`src/rtl/watch_pkg.sv`:
```
// -----------------------------------------------------------------------------
// watch_pkg
// Shared definitions for the watch time-keeping blocks: BCD wrap limits and a
// BCD increment helper that reports the carry out of the wrapping digit pair.
// -----------------------------------------------------------------------------
package watch_pkg;

  localparam logic [7:0] SEC_MAX = 8'h59;
  localparam logic [7:0] MIN_MAX = 8'h59;
  localparam logic [7:0] HR_MAX  = 8'h23;

  typedef struct packed {
    logic       carry;  // value wrapped from max back to 00
    logic [7:0] val;    // incremented {tens,units} BCD value
  } bcd_inc_t;

  // Two-digit BCD +1 that wraps to 00 after max. Inputs are assumed legal BCD
  // in 00..max, which holds because the time registers have no load path.
  function automatic bcd_inc_t bcd_inc(input logic [7:0] v, input logic [7:0] max);
    bcd_inc_t r;
    r.carry = 1'b0;
    r.val   = v;
    if (v == max) begin
      r.val   = 8'h00;
      r.carry = 1'b1;
    end else if (v[3:0] == 4'd9) begin
      r.val = {v[7:4] + 4'd1, 4'd0};
    end else begin
      r.val = {v[7:4], v[3:0] + 4'd1};
    end
    return r;
  endfunction

endpackage

```
`src/rtl/sync_edge_det.sv`:
```
// -----------------------------------------------------------------------------
// sync_edge_det
// Brings an asynchronous level into the clk domain through a flop chain and
// produces a registered one-cycle pulse on each synchronised rising edge.
// Also used for push-button inputs.
//
// Ports
//   clk      in   system clock
//   rst_n    in   asynchronous active-low reset
//   i_async  in   level asynchronous to clk
//   o_level  out  synchronised level (last chain stage)
//   o_rise   out  1-cycle pulse, SYNC_STAGES+1 edges after the first edge
//                 that samples i_async=1
// -----------------------------------------------------------------------------
module sync_edge_det #(
  parameter int SYNC_STAGES = 2
) (
  input  logic clk,
  input  logic rst_n,
  input  logic i_async,
  output logic o_level,
  output logic o_rise
);

  logic [SYNC_STAGES-1:0] r_sync;
  logic                   r_level_d;
  logic                   r_rise;

  // NOTE: every sequential register is written with <= so all flops in the
  // chain sample the previous-cycle values; blocking here would collapse it.
  always_ff @(posedge clk or negedge rst_n) begin
    if (!rst_n) begin
      r_sync    <= '0;
      r_level_d <= 1'b0;
      r_rise    <= 1'b0;
    end else begin
      r_sync    <= {r_sync[SYNC_STAGES-2:0], i_async};
      r_level_d <= r_sync[SYNC_STAGES-1];
      // Registered pulse: high for one cycle, never two in a row, because
      // r_level_d follows the level one cycle behind.
      r_rise    <= r_sync[SYNC_STAGES-1] & ~r_level_d;
    end
  end

  assign o_level = r_sync[SYNC_STAGES-1];
  assign o_rise  = r_rise;

endmodule

```
`src/rtl/sec_tick_timekeeper.sv`:
```
// -----------------------------------------------------------------------------
// sec_tick_timekeeper
// Turns the asynchronous 1 Hz square wave into a seconds tick and keeps a
// 24-hour BCD hh:mm:ss with a time-set mode and a lost-source watchdog.
//
// Ports
//   clk          in   system clock
//   rst_n        in   asynchronous active-low reset
//   sec_in       in   1 Hz square wave, asynchronous to clk
//   set_en       in   level, 1 = time-set mode (seconds held at 00)
//   set_min_inc  in   1-cycle pulse, minute +1 mod 60 in set mode
//   set_hr_inc   in   1-cycle pulse, hour +1 mod 24 in set mode
//   tick         out  1-cycle pulse per synchronised sec_in rising edge
//   sec_bcd      out  seconds BCD 00..59
//   min_bcd      out  minutes BCD 00..59
//   hr_bcd       out  hours BCD 00..23
//   min_roll     out  1-cycle pulse when seconds wrap 59->00 while counting
//   sec_lost     out  level, no tick seen for TIMEOUT_CYC cycles
// -----------------------------------------------------------------------------
module sec_tick_timekeeper
  import watch_pkg::*;
#(
  parameter int SYNC_STAGES = 2,
  parameter int TIMEOUT_CYC = 150_000_000,
  parameter int CNT_W       = 28
) (
  input  logic       clk,
  input  logic       rst_n,
  input  logic       sec_in,
  input  logic       set_en,
  input  logic       set_min_inc,
  input  logic       set_hr_inc,
  output logic       tick,
  output logic [7:0] sec_bcd,
  output logic [7:0] min_bcd,
  output logic [7:0] hr_bcd,
  output logic       min_roll,
  output logic       sec_lost
);

  localparam logic [CNT_W-1:0] WD_MAX  = CNT_W'(TIMEOUT_CYC);
  localparam logic [CNT_W-1:0] WD_LAST = CNT_W'(TIMEOUT_CYC - 1);
  localparam int               HIST_W  = SYNC_STAGES + 2;

  logic             w_tick;
  logic [7:0]       r_sec, r_min, r_hr;
  logic             r_min_roll;
  logic [HIST_W-1:0] r_set_hist;
  logic [CNT_W-1:0] r_wd_cnt;
  logic             r_sec_lost;

  logic [7:0]       w_sec_nxt, w_min_nxt, w_hr_nxt;
  logic             w_roll_nxt;
  logic             w_advance;
  bcd_inc_t         w_sec_inc, w_min_inc, w_hr_inc;

  sync_edge_det #(
    .SYNC_STAGES(SYNC_STAGES)
  ) u_sec_edge (
    .clk    (clk),
    .rst_n  (rst_n),
    .i_async(sec_in),
    .o_level(),
    .o_rise (w_tick)
  );

  assign w_sec_inc = bcd_inc(r_sec, SEC_MAX);
  assign w_min_inc = bcd_inc(r_min, MIN_MAX);
  assign w_hr_inc  = bcd_inc(r_hr,  HR_MAX);

  // A tick reaching the counters was launched by a sec_in sample taken up to
  // SYNC_STAGES+1 cycles earlier. Holding off while set_en was high anywhere in
  // that window discards any tick coinciding with the set_en 1->0 edge, so
  // counting resumes from hh:mm:00 only on a tick seen wholly outside set mode.
  assign w_advance = w_tick & ~set_en & ~(|r_set_hist);

  // NOTE: every output of this block gets a default before any branch, so no
  // path leaves a signal unassigned and no latch is inferred.
  always_comb begin
    w_sec_nxt  = r_sec;
    w_min_nxt  = r_min;
    w_hr_nxt   = r_hr;
    w_roll_nxt = 1'b0;
    if (set_en) begin
      w_sec_nxt = 8'h00;
      if (set_min_inc) w_min_nxt = w_min_inc.val;  // no carry into hours
      if (set_hr_inc)  w_hr_nxt  = w_hr_inc.val;
    end else if (w_advance) begin
      w_sec_nxt = w_sec_inc.val;
      if (w_sec_inc.carry) begin
        w_roll_nxt = 1'b1;
        w_min_nxt  = w_min_inc.val;
        if (w_min_inc.carry) w_hr_nxt = w_hr_inc.val;  // 23->00, no carry out
      end
    end
  end

  // NOTE: all state here is plain flops, so every register takes a reset value
  // on the async reset; nothing is left to power-up state.
  always_ff @(posedge clk or negedge rst_n) begin
    if (!rst_n) begin
      r_sec      <= 8'h00;
      r_min      <= 8'h00;
      r_hr       <= 8'h00;
      r_min_roll <= 1'b0;
      r_set_hist <= '0;
    end else begin
      r_sec      <= w_sec_nxt;
      r_min      <= w_min_nxt;
      r_hr       <= w_hr_nxt;
      r_min_roll <= w_roll_nxt;
      r_set_hist <= {r_set_hist[HIST_W-2:0], set_en};
    end
  end

  // Watchdog: counts cycles since the last tick, saturating so it never wraps
  // back through WD_LAST; sec_lost is sticky until the next tick.
  always_ff @(posedge clk or negedge rst_n) begin
    if (!rst_n) begin
      r_wd_cnt   <= '0;
      r_sec_lost <= 1'b0;
    end else if (w_tick) begin
      r_wd_cnt   <= '0;
      r_sec_lost <= 1'b0;
    end else begin
      if (r_wd_cnt != WD_MAX) r_wd_cnt <= r_wd_cnt + 1'b1;
      if (r_wd_cnt == WD_LAST) r_sec_lost <= 1'b1;
    end
  end

  assign tick     = w_tick;
  assign sec_bcd  = r_sec;
  assign min_bcd  = r_min;
  assign hr_bcd   = r_hr;
  assign min_roll = r_min_roll;
  assign sec_lost = r_sec_lost;

endmodule

```
`config.mk`:
```
export PLATFORM = sky130hd
export DESIGN_NAME = sec_tick_timekeeper
export DESIGN_NICKNAME = d
export VERILOG_FILES = /design/src/rtl/watch_pkg.sv /design/src/rtl/sync_edge_det.sv /design/src/rtl/sec_tick_timekeeper.sv
export SDC_FILE = /design/constraint.sdc
export NUM_CORES = 1
export LEC_CHECK = 0
export BUFFER_PORTS_ARGS = -buffer_cell sky130_fd_sc_hd__buf_2
export CAP_MARGIN = 40
export CELL_PAD_IN_SITES_DETAIL_PLACEMENT = 0
export CELL_PAD_IN_SITES_GLOBAL_PLACEMENT = 1
export CORE_ASPECT_RATIO = 0.75
export CORE_MARGIN = 2
export CORE_UTILIZATION = 40
export CTS_CLUSTER_DIAMETER = 60
export CTS_CLUSTER_SIZE = 14
export DETAILED_ROUTE_END_ITERATION = 12
export PLACE_DENSITY_LB_ADDON = 0.1
export SYNTH_ARGS = -nofsm -noshare
export SYNTH_HDL_FRONTEND = slang
export SYNTH_SLANG_ARGS = --single-unit
```
`constraint.sdc`:
```
create_clock -name clk -period 3.55 [get_ports clk]
set_clock_uncertainty 0.2 [all_clocks]
set_input_delay 0.1775 -clock clk [delete_from_list [all_inputs] [get_ports clk]]
set_output_delay 0.1775 -clock clk [all_outputs]
set_load 0.03 [all_outputs]
```
# After elaboration in Yosys (flattened, before gate mapping)

Index checks and enable logic that the tools add are counted.

Equality and inequality tests: 10
Reductions and logical operators: 10
Add/subtract/negate cells: 7
Muxes and demuxes: 26
Bitwise operators: 6

Operators with widths:

| operator              | number |
|---|---|
| $mux 8                | 17 |
| $mux 28               | 2 |
| $add 28x1->28 const B | 1 |
| $eq 28x28->1 const B  | 1 |
| $ne 28x28->1 const B  | 1 |
| $add 4x1->4 const B   | 6 |
| $eq 8x7->1 const B    | 2 |
| $eq 4x4->1 const B    | 3 |
| $reduce_bool 2->1     | 5 |
| $eq 8x6->1 const B    | 1 |
| $mux 1                | 7 |
| $ne 2x1->1 const B    | 2 |
| $reduce_and 4->1      | 1 |
| $reduce_or 4->1       | 1 |
| $and 1x1->1           | 3 |
| $not 1->1             | 3 |
| $reduce_and 3->1      | 1 |
| $reduce_bool 3->1     | 1 |
| $reduce_and 2->1      | 1 |

Output and inout bits: 27
Word-level logic and storage cells: 70
Input bits: 6
Register bits after elaboration: 62

# Logic depth before layout (Yosys ltp)

Gate-level depths: netlist of run 1.

Word-level depth: 7
Gate-level depth with buffers: 8
Mapped depth without buffers: 6

# Modules after synthesis

From an unflattened synthesis of run 1, not the netlist that was laid out.

Cells, all modules: 317
Area, all modules: 3153.0 um2

By module, submodules not included:

| module              | area an instance (um2) | instances | cells each | seq. area each (um2) |
|---|---|---|---|---|
| sec_tick_timekeeper | 3039.2                 | 1         | 312        | 1451.4 |
| sync_edge_det       | 113.9                  | 1         | 5          | 100.1 |

# Least setup slack after synthesis of run 1

No wires, ideal clock.

Kind: reg-to-reg
Start point: register r_sec[0], in the netlist sec_bcd[0]
End point: register r_min[2], in the netlist min_bcd[2]
Setup slack: 1.271 ns
Path buffers: 2
Data required time: 3.225 ns
Setup time: 0.125 ns
Period minus slack after synthesis: 2.279 ns
Data arrival time: 1.955 ns
Cell stages (with the launch flop): 8
Cells stage by stage: dfrtp_1 -> ha_1 -> and3b_1 -> clkbuf_1 -> nand4_1 -> buf_4 -> a21boi_0 -> mux2_2

Word-level cells in the longest chain between the ends: 4

RTL lines:

| element                     | RTL line                   | RTL |
|---|---|---|
| from (decl)                 | sec_tick_timekeeper.sv:46  | `logic [7:0] r_sec, r_min, r_hr;` |
| from (signal assigned)      | sec_tick_timekeeper.sv:108 | `r_sec <= w_sec_nxt;` |
| $eq 8x7->1                  | watch_pkg.sv:23            | `if (v == max) begin` |
| $mux 1                      | watch_pkg.sv:23            |  |
| $reduce_bool 2->1 (no line) | n/a                        |  |
| $reduce_and 3->1 (no line)  | n/a                        |  |
| to (signal assigned)        | sec_tick_timekeeper.sv:109 | `r_min <= w_min_nxt;` |
| to (decl)                   | sec_tick_timekeeper.sv:46  |  |

Every way passes these cells.
A chain may end at the register's enable or synchronous reset.

# Worst setup path in the final report of run 1

Start point: input set_en
End point: register r_min[4], in the netlist min_bcd[4]

Word-level cells in the longest chain between the ends: 5
Elaborated cells on any way between the ends: 8
Those cells by class: eq/ne: 1; mux: 1; bitwise: 3; reduce/logical: 3

RTL lines:

| element                     | RTL line                  | RTL |
|---|---|---|
| from (decl)                 | sec_tick_timekeeper.sv:30 | `input logic set_en,` |
| $not 1->1                   | sec_tick_timekeeper.sv:75 | `assign w_advance = w_tick & ~set_en & ~(\|r_set_hist);` |
| $and 1x1->1 (2 in series)   | sec_tick_timekeeper.sv:75 |  |
| $reduce_bool 2->1 (no line) | n/a                       |  |
| $reduce_and 3->1 (no line)  | n/a                       |  |

Several ways; a longest one is shown, not always the timed one.

==> impl_results.md, run 1 <==
- Yosys top cell area share: 0.453
- Total track usage: 0.173
- Synth Warn #: 0
- Critical-path maximum fanout: 16
- Number of enable flip-flop cells after synthesis: 0
- Inserted Diodes: 0
- P_leak: 1.80 nW
- Max cap viols: 0
- Global placer's final weighted congestion: 0.778
- Slowest stage delay, CP: 0.53 ns
- Syn Area/Cell: 9.73 sq um
- Row cnt: 29
- Port Buffers: 32
- Leading area contributor after synthesis: dfrtp_1
- Placeable Area: between 0.008 and 0.009 sq mm
- Slew @ Worst Pin: 0.530 ns
- WHS: 0.0445 ns
- Final min period: 2.65 ns
- Worst path arrival time: 2.66 ns
- Fmax: 378 MHz
- Register area share after synthesis: 0.453
- Fill cells: 779
- Post-CTS setup buffer count: 0
- Post-DR wirelength/cell: 14.8 microns
- Synth cell types: 52
- Mapped Nets: 372
- Setup TNS: 0 ns
- Die ar.: 0.00932 sq mm
- Setup violators final: 0
- Vias per cell: 5.32
- Most frequent cells in the layout: dfrtp_1, buf_2, nor2_1
- Synthesized flop and latch total: 62
- Die W: approximately 110 microns
- TritonCTS clock tree: built
- Clock sinks: 62
- Height of the die: 84.1 microns
- Worst Path Buf+Inv: 2
- Fraction of registers with async set or reset after synthesis: 1.00
- DRC Markers: 0
- Final Max Tran Viols: 0
- H-tree levels: 3
- First-pass GRT wire length: 12.9 mm
- Final HPWL DP: 5.21 mm
- Routed wire length: 7.44 mm
- Inserted Clock Buffers: 9
- Global route overflow: 0
- Io pins: 33
- Vias: 2673
- Slew headroom: 0.642
- Post-cts gate resize count: 0
- Synth Flop Type: dfrtp_1
- CP Cell Sequence: dlygate4sd3_1 -> buf_2 -> nor4b_4 -> nand4_1 -> a21oi_2 -> mux2_2
- Status: finished, final reports clean
- Synth Instances: 352
- CP Class: input port to register
- Final Net Count: 409
- Clk_lat worst skew: 0.33 ns
- Crit path capture type: register
- Unrepaired setup endpoints after global routing: no
- CP delay by family, top: simple AND/OR/NAND/NOR gates
- Layout cell share with drive strength beyond 1: 0.162
- Area grow syn2layout: 18.3%
- Most common library cell in the layout ignoring fill and taps: dfrtp_1
- Area of the mapped netlist: 0.00342 sq mm
- Fin. Hold Viols: 0
- Max IR drop VDD: 0.000384 V
- Tcrit/Tclk final: 0.746
- CTS root buf: clkbuf_16
- Largest net degree at the start of global routing: 33
- Initial antenna violation count: 0
- Critical path's slowest cell: dlygate4sd3_1
- Synth area leaders: dfrtp_1, ha_1, a21oi_1, nor2_1, nand3_1
- Cts hold-fix bufs: 3
- Antenna-violating nets left: 0
- Vias in the first global route: 2521
- Initial Utilization: 0.409
- Clock transition at path regs: approximately 0.05 ns
- HP Class: input port to async pin
- Initial DRC count: between 100 and 150
- DR pass1 iterations: 4
- Startpoint Class: input port
- Critical Path RT: 3.56 ns
- Power per cell area: ~630 mW/mm^2
- Bufs on Longest Clock Path: 2
state kept, by name, indices dropped and copies added (netlist names):
name,cells
min_bcd,8
r_wd_cnt,28
u_sec_edge.r_sync,2
min_roll,1
sec_lost,1
hr_bcd,8
r_set_hist,4
u_sec_edge.r_level_d,1
u_sec_edge.o_rise,1
sec_bcd,8
where the power goes:
part           total, mW  switching, mW  internal, mW
Combinational      0.653          0.399         0.254
Clock              0.936          0.305         0.631
Sequential         0.949          0.147         0.802
Total               2.54          0.850          1.69
path summary, 6_finish.rpt:
kind | slack [ns] | endpoint | startpoint | cells after the start
setup / recovery | 0.90 | min_bcd[4]$_DFFE_PN0P_ | set_en | 6
hold / removal | 0.04 | r_wd_cnt[18]$_DFFE_PN0P_ | rst_n | 2
setup reg to reg | 1.04 | min_bcd[4]$_DFFE_PN0P_ | sec_bcd[1]$_DFFE_PN0P_ | 6
hold reg to reg | 0.14 | u_sec_edge.r_sync[1]$_DFF_PN0_ | u_sec_edge.r_sync[0]$_DFF_PN0_ | 0
max in group asynchronous | 2.34 | hr_bcd[3]$_DFFE_PN0P_ | rst_n | 4
min in group clk | 0.04 | hr_bcd[2]$_DFFE_PN0P_ | set_hr_inc | 4
metrics by stage:
step	cells	util	instance area (sq um)	worst slack [ns]	power, mW
finish	502	0.483	4050	0.901	2.54
global route	502	0.483	4050	0.695	2.69
CTS	502	0.483	4050	0.904	2.57
detailed placement	483	0.442	3700	1.04	1.61
global placement	482	0.440	3680	1.11	1.61
floorplan	352	-	3420	1.27	1.41
layer usage:
layer / GRT usage / up-vias / share of wire
li1: - / 1358 / -
met1: 0.256 / 1267 / 0.54
met2: 0.242 / 38 / 0.42
met3: 0.0477 / 10 / 0.027
met4: 0.0648 / 0 / 0.015
met5: 0 / - / 0
worst reg2reg max path: cells and delay by family (launching register included):
family,cells,cell delay (ns)
simple gates,2,0.81
flops,1,0.42
compound gates,1,0.41
mux,1,0.37
fa+ha+maj,1,0.12
buf+inv,1,0.07
cells by family after synthesis:
family / share of synthesized area
AO/OA/AOI/OAI: 0.111
multiplexers: 0.0497
buffers and inverters: 0.0332
adder cells (fa/ha/maj): 0.0512
AND/OR/NAND/NOR: 0.271
XOR/XNOR: 0.0307
flip-flops: 0.453
cell type report:
class,instances,area [sq um],share of cell area
tap,108,135,0.0334
clock buffer,12,246,0.0608
sequential,62,1550,0.383
multi-input combinational,262,1760,0.434
timing repair buffer,39,233,0.0574
clock inverter,4,70.1,0.0173
inverter,15,56.3,0.0139
cell usage after synthesis, drive strengths merged, types with 2 or more instances:
cell type,instances
clkbuf,10
xnor2,4
ha,14
a22oi,2
and4,7
o211ai,3
nor2,31
nor2b,7
nand4b,2
and3b,4
or4,6
or3,10
nor4,5
buf,3
nor4bb,2
o21ai,16
and3,4
o31ai,5
inv,15
nand3b,2
nor3,6
nor4b,5
and2,4
and4b,3
mux2i,8
nand4,9
nand3,20
nand2,26
mux2,8
a21oi,26
xor2,8
dfrtp,62
Power figures use the tool's default switching activity.
==> inputs of run 2 (changes only) <==
- ABC_AREA: not set -> 1
- clock period: 3.55 -> 2.5 ns (I/O delays scaled with it)
==> impl_results.md, run 2 <==
- Max cap viols: 0 (unchanged)
- Slowest stage delay, CP: 0.43 ns (was 0.53 ns)
- Startpoint Class: register (was input port)
- Setup violators final: 0 (unchanged)
- Crit path capture type: register (unchanged)
- Slew @ Worst Pin: 0.600 ns (was 0.530 ns)
- Critical-path maximum fanout: 8 (was 16)
- Most common library cell in the layout ignoring fill and taps: nand2_1 (was dfrtp_1)
- Die W: 114 microns (was 111 microns)
- Synth Flop Type: dfrtp_1 (unchanged)
- Post-DR wirelength/cell: 12.9 microns (was 14.8 microns)
- Max reg flops: 28 (unchanged)
- CP Class: register to register (was input port to register)
- Final Net Count: 537 (was 409)
- H-tree levels: 3 (unchanged)
- Biggest register: r_wd_cnt (unchanged)
- Setup TNS: 0 ns (unchanged)
- Unrepaired setup endpoints after global routing: no (unchanged)
- Inserted Diodes: 0 (unchanged)
- Io pins: 33 (unchanged)
- Area grow syn2layout: 17.0% (was 18.3%)
- Worst path arrival time: 1.85 ns (was 2.66 ns)
- Total track usage: 0.181 (was 0.173)
- Critical path's slowest cell: dfrtp_1 (was dlygate4sd3_1)
- Leading area contributor after synthesis: dfrtp_1 (unchanged)
- Synth area leaders: dfrtp_1, nand2_1, nor2_1, inv_1, ha_1 (was dfrtp_1, ha_1, a21oi_1, nor2_1, nand3_1)
- Register area share after synthesis: 0.428 (was 0.453)
- Largest net degree at the start of global routing: 63 (was 33)
- Vias per cell: 4.78 (was 5.32)
- Critical Path RT: 2.52 ns (was 3.56 ns)
- Global route overflow: 0 (unchanged)
- Max IR drop VDD: 0.000477 V (was 0.000384 V)
- Layout cell share with drive strength beyond 1: 0.167 (was 0.162)
- Initial Utilization: 0.406 (was 0.409)
- Layout Cells excl Fill: 634 (was 502)
- Bufs on Longest Clock Path: 2 (unchanged)
- Fmax: roughly 550 MHz
- HP Class: input port to register (was input port to async pin)
- Synth cell types: 34 (was 52)
- Routed wire length: 8.17 mm (was 7.44 mm)
- Post-route worst setup slack: 0.677 ns (was 0.901 ns)
- Final HPWL DP: 6.01 mm (was 5.21 mm)
- Clock sinks: 62 (unchanged)
- Initial DRC count: 142 (was 135)
- Final min period: 1.82 ns
- Vias in the first global route: 2801 (was 2521)
- Most frequent cells after synthesis: nand2_1, nor2_1, dfrtp_1 (was dfrtp_1, nor2_1, nand2_1)
- Count leader, synth: nand2_1 (was dfrtp_1)
- Syn Area/Cell: 7.64 sq um (was 9.73 sq um)
- CTS root buf: clkbuf_16 (unchanged)
- DRC Markers: 0 (unchanged)
- Vias: 3030 (was 2673)
- Power per cell area: 780 mW/mm^2 (was 626 mW/mm^2)
- Mapped Nets: 494 (was 372)
- Placed cells: 615 (was 483)
- Placeable Area: 0.00893 sq mm (was 0.00838 sq mm)
- Synth Warn #: 0 (unchanged)
- Antenna-violating nets left: 0 (unchanged)
- Synth Instances: 474 (was 352)
- Clk_lat worst skew: 0.33 ns (about the same)
- CP Cell Sequence: inv_1 -> ha_1 -> nand2_1 -> nor2_2 -> nand3_1 -> nand2_4 -> nand2_4 -> nand2_1 -> nand2_1 (was dlygate4sd3_1 -> buf_2 -> nor4b_4 -> nand4_1 -> a21oi_2 -> mux2_2)
- Most frequent cells in the layout: nand2_1, nor2_1, dfrtp_1 (was dfrtp_1, buf_2, nor2_1)
- Status: finished, final reports clean (unchanged)
- Post-placement setup slack: 0.683 ns (was 1.04 ns)
- Fill cells: 879 (was 779)
- Yosys top cell area share: 0.428 (was 0.453)
- Final Max Tran Viols: 0 (unchanged)
- Number of enable flip-flop cells after synthesis: 0 (unchanged)
- Die ar.: 0.00984 sq mm (was 0.00932 sq mm)
- Fin. Hold Viols: 0 (unchanged)
- First-pass GRT wire length: 13.8 mm (was 12.9 mm)
- Slew headroom: 0.600 (was 0.642)
- Clock transition at path regs: 0.06 ns (was 0.05 ns)
- Fraction of registers with async set or reset after synthesis: 1.00 (unchanged)
- Synthesized flop and latch total: 62 (unchanged)
- P_leak: 2.08 nW (was 1.80 nW)
- Row cnt: 30 (was 29)
- Most common cell on crit path: nand2_1
- Inserted Clock Buffers: 9 (unchanged)
- Area of the mapped netlist: 0.00362 sq mm (was 0.00342 sq mm)
- Initial antenna violation count: 0 (unchanged)
- TritonCTS clock tree: built (unchanged)
- DR pass1 iterations: 4 (unchanged)
- Global placer's final weighted congestion: 0.853 (was 0.778)
- Height of the die: 86.4 microns (was 84.1 microns)
- Port Buffers: 32 (unchanged)
- Tcrit/Tclk final: 0.729
## run 2: layer usage
layer	track usage	routed length, microns
met5	0	0
met1	0.276	4520
met4	0.0610	123
met3	0.0490	332
met2	0.244	3190
## run 2: what timing repair did
item,CTS,global route
gates resized for setup,0,0
setup buffers,0,0
hold buffers,3,0
hold endpoints to repair,64,0
## run 2: metrics by stage
stage | power [mW] | hold slack, ns | instance area, sq um | utilization
after global placement | 2.05 | -0.0295 | 3910 | 0.438
after global routing | 3.51 | 0.109 | 4240 | 0.475
after CTS | 3.35 | 0.0658 | 4240 | 0.475
after detailed placement | 2.07 | -0.0306 | 3910 | 0.438
after floorplan | 1.85 | -0.371 | 3620 | -
final | 3.30 | 0.0695 | 4240 | 0.475
## run 2: power by group
part	switching (mW)	total, mW	internal (mW)
Combinational	0.482	0.755	0.273
Clock	0.485	1.26	0.772
Sequential	0.170	1.29	1.12
## run 2: critical path, delay by kind of cell (launching register included)
family        cells  cell delay [ns]
fa+ha+maj         1             0.14
buf+inv           1             0.08
flops             1             0.43
simple gates      7             0.87
## run 2: cells by family (layout without fill, tap and decap cells)
group                    Yosys count  after routing  synth area share
AO/OA/AOI/OAI                     42             42            0.0677
adder cells (fa/ha/maj)           14             14            0.0483
buffers and inverters             59            107            0.0691
XOR/XNOR                          11             11            0.0266
AND/OR/NAND/NOR                  286            286             0.360
flip-flops                        62             62             0.428
## run 2: area by class of cell
class                   instances  area, sq um  area share
clock buffers                   9          225      0.0531
clock inverters                 7         75.1      0.0177
inverters                      54          208      0.0490
multi-input cells             353         1820       0.430
flip-flops and latches         62         1550       0.366
well taps                     112          140      0.0331
repair buffers                 37          218      0.0514
## run 2: worst paths after layout
| path | startpoint | endpoint | slack, ns | cells after the start |
|---|---|---|---|---|
| worst max register to register | min_bcd[1]$_DFFE_PN0P_ | hr_bcd[0]$_DFFE_PN0P_ | 0.68 | 9 |
| worst min register to register | u_sec_edge.r_sync[0]$_DFF_PN0_ | u_sec_edge.r_sync[1]$_DFF_PN0_ | 0.15 | 0 |
| min in group asynchronous | rst_n | r_wd_cnt[9]$_DFFE_PN0P_ | 0.14 | 3 |
| worst min-delay path | set_min_inc | min_bcd[3]$_DFFE_PN0P_ | 0.07 | 5 |
| worst max-delay path | min_bcd[1]$_DFFE_PN0P_ | hr_bcd[0]$_DFFE_PN0P_ | 0.68 | 9 |
| max in group asynchronous | rst_n | sec_bcd[3]$_DFFE_PN0P_ | 1.68 | 3 |
